### src/rtl/moto_ramp_seq_pkg.sv
// Shared definitions for the motor ramp sequencer: FSM states, key indices
// and default speed duties.
package moto_pkg;

  typedef enum logic [1:0] {
    ST_IDLE = 2'd0,
    ST_RUN  = 2'd1,
    ST_STOP = 2'd2,
    ST_DEAD = 2'd3
  } state_t;

  localparam int KEY_RUN = 0;
  localparam int KEY_REV = 1;
  localparam int KEY_SP0 = 2;
  localparam int KEY_SP1 = 3;

  localparam logic [7:0] DEF_SPD0_DUTY = 8'd96;
  localparam logic [7:0] DEF_SPD1_DUTY = 8'd192;

endpackage

### src/rtl/moto_ramp_seq_key_debounce.sv
// One active-low key: 2-FF synchroniser followed by a stable-run counter.
// The output only follows the input after DEB_CYC consecutive differing samples.
module key_debounce #(
  parameter logic [19:0] DEB_CYC = 20'd500000
) (
  input  logic sys_clk,
  input  logic sys_rst_n,
  input  logic key_raw,
  output logic key_deb
);

  logic        sync1_reg;
  logic        sync2_reg;
  logic        deb_reg;
  logic [19:0] cnt_reg;

  // Keys idle high, so every stage resets to the released level.
  always_ff @(posedge sys_clk or negedge sys_rst_n) begin
    if (!sys_rst_n) begin
      sync1_reg <= 1'b1;
      sync2_reg <= 1'b1;
      deb_reg   <= 1'b1;
      cnt_reg   <= '0;
    end else begin
      sync1_reg <= key_raw;
      sync2_reg <= sync1_reg;
      if (sync2_reg == deb_reg) begin
        cnt_reg <= '0;
      end else if (cnt_reg == DEB_CYC - 20'd1) begin
        deb_reg <= sync2_reg;
        cnt_reg <= '0;
      end else begin
        cnt_reg <= cnt_reg + 20'd1;
      end
    end
  end

  assign key_deb = deb_reg;

endmodule

### src/rtl/moto_ramp_seq.sv
// Key-driven motor command sequencer: debounced keys select speed/direction,
// duty slews one LSB per ramp tick, reversals and stops go through ramp-down + dead time.
module moto_ramp_seq
  import moto_pkg::*;
#(
  parameter int          DUTY_W    = 8,
  parameter logic [DUTY_W-1:0] SPD0_DUTY = DEF_SPD0_DUTY,
  parameter logic [DUTY_W-1:0] SPD1_DUTY = DEF_SPD1_DUTY,
  parameter logic [15:0] RAMP_DIV  = 16'd50000,
  parameter logic [15:0] DEAD_CYC  = 16'd25000,
  parameter logic [19:0] DEB_CYC   = 20'd500000
) (
  input  logic              sys_clk,
  input  logic              sys_rst_n,
  input  logic [3:0]        key,
  output logic              pwm_en,
  output logic              pwm_dir,
  output logic [DUTY_W-1:0] pwm_duty,
  output logic              busy,
  output logic [1:0]        state_o
);

  logic [3:0] key_deb;

  genvar gi;
  generate
    for (gi = 0; gi < 4; gi++) begin : g_deb
      key_debounce #(.DEB_CYC(DEB_CYC)) u_deb (
        .sys_clk  (sys_clk),
        .sys_rst_n(sys_rst_n),
        .key_raw  (key[gi]),
        .key_deb  (key_deb[gi])
      );
    end
  endgenerate

  logic run_req, rev_req, sp0, sp1;
  assign run_req = ~key_deb[KEY_RUN];
  assign rev_req = ~key_deb[KEY_REV];
  assign sp0     = ~key_deb[KEY_SP0];
  assign sp1     = ~key_deb[KEY_SP1];

  logic [DUTY_W-1:0] target;
  always_comb begin
    target = '0;
    if (sp0 && sp1)  target = {DUTY_W{1'b1}};
    else if (sp0)    target = SPD0_DUTY;
    else if (sp1)    target = SPD1_DUTY;
  end

  state_t            state_reg;
  logic              en_reg;
  logic              dir_reg;
  logic [DUTY_W-1:0] duty_reg;
  logic [15:0]       presc_reg;
  logic [15:0]       dead_reg;
  logic              tick;

  assign tick = ((state_reg == ST_RUN) || (state_reg == ST_STOP)) &&
                (presc_reg == RAMP_DIV - 16'd1);

  always_ff @(posedge sys_clk or negedge sys_rst_n) begin
    if (!sys_rst_n) begin
      state_reg <= ST_IDLE;
      en_reg    <= 1'b0;
      dir_reg   <= 1'b0;
      duty_reg  <= '0;
      presc_reg <= '0;
      dead_reg  <= '0;
    end else begin
      case (state_reg)
        ST_IDLE: begin
          presc_reg <= '0;
          if (run_req) begin
            dir_reg   <= rev_req;
            en_reg    <= 1'b1;
            state_reg <= ST_RUN;
          end
        end
        ST_RUN: begin
          presc_reg <= tick ? 16'd0 : presc_reg + 16'd1;
          // A stop or reversal request wins over a coincident tick.
          if (!run_req || (rev_req != dir_reg)) begin
            state_reg <= ST_STOP;
          end else if (tick) begin
            if (duty_reg < target)      duty_reg <= duty_reg + 1'b1;
            else if (duty_reg > target) duty_reg <= duty_reg - 1'b1;
          end
        end
        ST_STOP: begin
          if (duty_reg == '0) begin
            en_reg    <= 1'b0;
            presc_reg <= '0;
            dead_reg  <= '0;
            state_reg <= ST_DEAD;
          end else begin
            presc_reg <= tick ? 16'd0 : presc_reg + 16'd1;
            if (tick) duty_reg <= duty_reg - 1'b1;
          end
        end
        ST_DEAD: begin
          presc_reg <= '0;
          if (dead_reg == DEAD_CYC - 16'd1) begin
            dead_reg <= '0;
            if (run_req) begin
              dir_reg   <= rev_req;
              en_reg    <= 1'b1;
              state_reg <= ST_RUN;
            end else begin
              state_reg <= ST_IDLE;
            end
          end else begin
            dead_reg <= dead_reg + 16'd1;
          end
        end
        default: state_reg <= ST_IDLE;
      endcase
    end
  end

  assign pwm_en   = en_reg;
  assign pwm_dir  = dir_reg;
  assign pwm_duty = duty_reg;
  assign busy     = (state_reg != ST_IDLE);
  assign state_o  = state_reg;

endmodule

### config.mk
export PLATFORM = sky130hd
export DESIGN_NAME = moto_ramp_seq
export DESIGN_NICKNAME = d
export VERILOG_FILES = /design/src/rtl/moto_ramp_seq_pkg.sv /design/src/rtl/moto_ramp_seq_key_debounce.sv /design/src/rtl/moto_ramp_seq.sv
export SDC_FILE = /design/constraint.sdc
export NUM_CORES = 1
export LEC_CHECK = 0
export CORE_MARGIN = 1
export CORE_UTILIZATION = 35
export DETAILED_ROUTE_END_ITERATION = 12
export PLACE_DENSITY = 0.49
export SETUP_SLACK_MARGIN = 0.02
export SLEW_MARGIN = 20
export SYNTH_ARGS = -nofsm -noshare
export SYNTH_HDL_FRONTEND = slang
export SYNTH_SLANG_ARGS = --single-unit
### constraint.sdc
create_clock -name sys_clk -period 2.8 [get_ports sys_clk]
set_clock_uncertainty 0.2 [all_clocks]
set_input_delay 0.56 -clock sys_clk [delete_from_list [all_inputs] [get_ports sys_clk]]
set_output_delay 0.56 -clock sys_clk [all_outputs]
set_load 0.05 [all_outputs]
==> results of run 1 <==
[metrics by stage]
step	utilization, %	instance area (sq um)	total power, mW	hold slack, ns	cells
final	41.1	7980	4.16	0.155	1017
after global routing	41.1	7980	4.34	0.157	1017
after CTS	41.1	7970	4.23	0.156	1017
after detailed placement	38.3	7430	2.15	0.147	984
after global placement	38.3	7430	2.15	0.147	984
after floorplan	-	6920	2.09	0.0644	709
[Yosys cell counts (2+ instances only)]
cell	instances	area, sq um
nor4_1	7	43.8
xnor2_1	40	350
o31ai_1	7	52.6
nor2_1	121	454
a211o_1	2	17.5
and2_1	3	18.8
ha_1	20	250
nand2b_1	4	25.0
inv_1	19	71.3
nor4_2	2	25.0
nor4bb_1	3	30.0
nor3_1	18	90.1
mux2_2	4	45.0
dfstp_2	12	315
nand2_1	57	214
buf_6	2	22.5
nor4b_1	6	52.6
a31oi_1	4	25.0
o211ai_1	2	15.0
clkbuf_1	4	15.0
o21ai_1	6	30.0
nor2b_1	5	31.3
nand4_1	21	131
o41ai_1	3	26.3
and4_1	6	52.6
or2_2	7	43.8
o21ai_0	26	130
buf_2	7	35.0
a21oi_1	14	70.1
buf_4	2	15.0
dfrtp_1	124	3100
xor2_1	56	490
nand3_1	47	235
or3_1	6	37.5
and3_1	20	125
[logic make-up (layout without fill, tap and decap cells)]
logic type,count (synthesis),in the layout
multiplexers,4,4
buffers and inverters,35,78
flip-flops,136,136
AND/OR/NAND/NOR,342,342
XOR/XNOR,96,96
AO/OA/AOI/OAI,76,76
adder cells (fa/ha/maj),20,20
[worst max-delay path, stage by stage (launching register included)]
cell and delay, ns:
dfrtp_1 0.45, buf_4 0.19, clkdlybuf4s50_1 0.84
[what timing repair did]
item,CTS,global route
endpoints found under the hold margin,124,0
setup endpoints to repair,0,1
resized for setup,0,1
hold buffers,1,0
[metal layers]
metal	track usage, %	share of wire, %	vias up
li1	-	-	2497
met1	19.5	50	2493
met2	23.3	46	45
met3	3.69	2.5	15
met4	5.49	1.5	0
met5	0	0	-
[power breakdown]
| part | switching (mW) | internal (mW) |
|---|---|---|
| Combinational | 0.0723 | 0.0312 |
| Clock | 0.812 | 1.24 |
| Sequential | 0.0175 | 1.99 |
| Total | 0.902 | 3.26 |
[worst max path at each step]
stage,cells past startpoint,endpoint,slack (ns)
final,2,pwm_duty[2],0.14
after global routing,8,pwm_duty[3],0.04
after CTS,2,pwm_duty[2],0.12
after detailed placement,8,pwm_duty[3],0.15
after global placement,8,pwm_duty[3],0.19
after floorplan,7,pwm_duty[3],0.12
[cell type report]
| type | instances | area share, % |
|---|---|---|
| timing repair buffer | 27 | 3.43 |
| clock inverter | 9 | 0.988 |
| sequential | 136 | 42.8 |
| tap | 265 | 4.15 |
| clock buffer | 23 | 5.74 |
| inverter | 19 | 0.894 |
| multi-input combinational | 538 | 42.0 |
==> run_summary.xml, run 1 <==
<?xml version="1.0" encoding="UTF-8"?>
<metrics>
  <group name="outcome">
    <metric name="outcome" unit="">complete, no violations</metric>
  </group>
  <group name="finish">
    <metric name="post_route_cells_drive_above_1_share" unit="%">9.44</metric>
    <metric name="most-common-layout-cells" unit="">124 x dfrtp_1, 121 x nor2_1, 57 x nand2_1</metric>
    <metric name="multiInputGateArea" unit="sq um">3350</metric>
    <metric name="area.growth.synth_to_final" unit="%">15.3</metric>
    <metric name="flip_flop_count_of_the_largest_register_after_layout" unit="">80</metric>
    <metric name="nets" unit="">765</metric>
    <metric name="insertedDiodeCount" unit="">0</metric>
    <metric name="sequential_cell_area" unit="sq um">3420</metric>
    <metric name="mostFrequentLayoutCell" unit="">dfrtp_1</metric>
    <metric name="fillCellCount" unit="">1918</metric>
  </group>
  <group name="cts">
    <metric name="clock_tree.buffer_depth" unit="">2</metric>
    <metric name="htreeDepth" unit="">4</metric>
    <metric name="clock-sinks" unit="">136</metric>
    <metric name="clk_pin_slew_worst_paths" unit="ns">0.06</metric>
    <metric name="cts-buffers-inserted" unit="">17</metric>
    <metric name="cts_tree" unit="">yes</metric>
    <metric name="worst_skew_pair.late_latency" unit="ns">0.41</metric>
    <metric name="root_buffer" unit="">clkbuf_16</metric>
    <metric name="cts.repair_timing.setup_buffer_count" unit="">0</metric>
  </group>
  <group name="sta">
    <metric name="max_clock_freq" unit="MHz">377</metric>
    <metric name="worst_slack" unit="ns">0.144</metric>
    <metric name="tightest_slew" unit="ns">0.675</metric>
    <metric name="maxSlewViolCount" unit="">0</metric>
    <metric name="worst_slew_margin_relative_to_its_limit" unit="%">54.6</metric>
    <metric name="final_worst_path_cycle_share" unit="%">94.9</metric>
    <metric name="final_hold_fails" unit="">0</metric>
    <metric name="setup-violations-final" unit="">0</metric>
    <metric name="setup_repair_after_global_routing_missed_its_margin" unit="">false</metric>
    <metric name="setup_tns" unit="ns">0</metric>
    <metric name="clock_period_minus_worst_slack" unit="ns">2.66</metric>
  </group>
  <group name="grt">
    <metric name="first_global_vias" unit="">4966</metric>
    <metric name="antenna_violations_before_repair" unit="">0</metric>
    <metric name="gr_overflow_total" unit="">0</metric>
    <metric name="grt_usage" unit="%">14.8</metric>
    <metric name="global_route_wire_length_before_repair" unit="microns">23700</metric>
    <metric name="pin_count_of_the_biggest_net_entering_global_routing" unit="">75</metric>
  </group>
  <group name="place">
    <metric name="pre_cts_ws" unit="ns">0.147</metric>
    <metric name="place_congestion" unit="">0.788</metric>
    <metric name="post_dp_hpwl" unit="microns">9370</metric>
    <metric name="io_buffer_count" unit="">18</metric>
  </group>
  <group name="synth">
    <metric name="syn-num-nets" unit="">735</metric>
    <metric name="post_synth_fa_ha_maj_area_fraction" unit="%">3.62</metric>
    <metric name="post_synthesis_instance_total" unit="">709</metric>
    <metric name="syn_area_per_cell" unit="sq um">9.76</metric>
    <metric name="synth-compound-area-share" unit="%">7.27</metric>
    <metric name="synth_cell_types" unit="">57</metric>
    <metric name="async_flop_share" unit="%">100</metric>
    <metric name="ys_seq_area_share" unit="%">49.4</metric>
    <metric name="synthSimpleGateAreaFrac" unit="%">24.6</metric>
    <metric name="yosys_most_used_dff" unit="">dfrtp_1</metric>
    <metric name="muxShareOfSynthArea" unit="%">0.651</metric>
    <metric name="number_of_flops_mapped_to_enable_cells_by_yosys" unit="">0</metric>
    <metric name="synth.ff_latch_count" unit="">136</metric>
    <metric name="synthesis.yosys.warnings" unit="">0</metric>
    <metric name="synth-xor-area-share" unit="%">12.1</metric>
    <metric name="post_synth_instance_area" unit="sq um">6920</metric>
    <metric name="combinational_family_with_the_most_area_after_synthesis" unit="">simple AND/OR/NAND/NOR gates</metric>
  </group>
  <group name="min_path">
    <metric name="min_path_type" unit="">reg2reg</metric>
    <metric name="holdPathStages" unit="">0</metric>
    <metric name="worst_hold_startpoint" unit="">g_deb[0].u_deb.sync1_reg</metric>
    <metric name="timing.hold.worst_endpoint" unit="">g_deb[0].u_deb.sync2_reg</metric>
  </group>
  <group name="worst_setup_path">
    <metric name="cp-end-kind" unit="">output pin</metric>
    <metric name="worstReg2RegEnd" unit="">pwm_duty[3]</metric>
    <metric name="register_to_register_setup_slack" unit="ns">0.16</metric>
    <metric name="timing_worst_setup_path_type" unit="">reg2out</metric>
    <metric name="setup.worst_path.start_class" unit="">flip-flop</metric>
    <metric name="cp_max_fo" unit="">7</metric>
    <metric name="timing.critical_path.required" unit="ns">2.04</metric>
    <metric name="reg2reg_depth" unit="">8</metric>
    <metric name="critPathArrivalTime" unit="ns">1.90</metric>
    <metric name="critical_path.startpoint" unit="">pwm_duty[2]</metric>
    <metric name="worstReg2RegStart" unit="">g_deb[3].u_deb.key_deb</metric>
  </group>
  <group name="route">
    <metric name="vias_per_instance" unit="">4.97</metric>
    <metric name="drt_iter0_markers" unit="">221</metric>
    <metric name="drt-pass1-iter-count" unit="">4</metric>
    <metric name="final_antenna_net_count" unit="">0</metric>
    <metric name="route.final.wire_length" unit="microns">13600</metric>
    <metric name="detailroute.via_count" unit="">5050</metric>
    <metric name="route.detailed.drc" unit="">0</metric>
    <metric name="wl_per_cell" unit="microns">13.4</metric>
  </group>
  <group name="die">
    <metric name="num_rows" unit="">51</metric>
    <metric name="dieHeight" unit="microns">143</metric>
    <metric name="num_io_pins" unit="">19</metric>
    <metric name="initial_core_utilization" unit="%">35.7</metric>
    <metric name="design.core.area" unit="sq um">19400</metric>
    <metric name="die-width" unit="microns">143</metric>
    <metric name="fp.dieArea" unit="sq um">20300</metric>
  </group>
  <group name="power">
    <metric name="static-leakage-power" unit="nW">3.45</metric>
    <metric name="power.density_cell_area" unit="nW/um^2">522</metric>
    <metric name="worst_ir_drop_vdd" unit="V">0.000322</metric>
  </group>
  <group name="job">
    <metric name="maxCapViolations" unit="">0</metric>
  </group>
</metrics>
(Power assumes the default switching activity.)
==> inputs of run 2 (changes only) <==
--- a/config.mk
+++ b/config.mk
@@ -8,8 +8,8 @@
 export CORE_MARGIN = 1
 export CORE_UTILIZATION = 35
 export DETAILED_ROUTE_END_ITERATION = 12
+export HOLD_SLACK_MARGIN = 0.12
 export PLACE_DENSITY = 0.49
-export SETUP_SLACK_MARGIN = 0.02
 export SLEW_MARGIN = 20
 export SYNTH_ARGS = -nofsm -noshare
 export SYNTH_HDL_FRONTEND = slang
==> results of run 2 <==
The final DEF is identical to that of run 1; final timing and power are the same.
==> inputs of run 3 (changes only) <==
--- a/config.mk
+++ b/config.mk
@@ -5,6 +5,7 @@
 export SDC_FILE = /design/constraint.sdc
 export NUM_CORES = 1
 export LEC_CHECK = 0
+export CAP_MARGIN = 0
 export CORE_MARGIN = 1
 export CORE_UTILIZATION = 35
 export DETAILED_ROUTE_END_ITERATION = 12
==> results of run 3 <==
The final DEF is identical to that of run 1; final timing and power are the same.
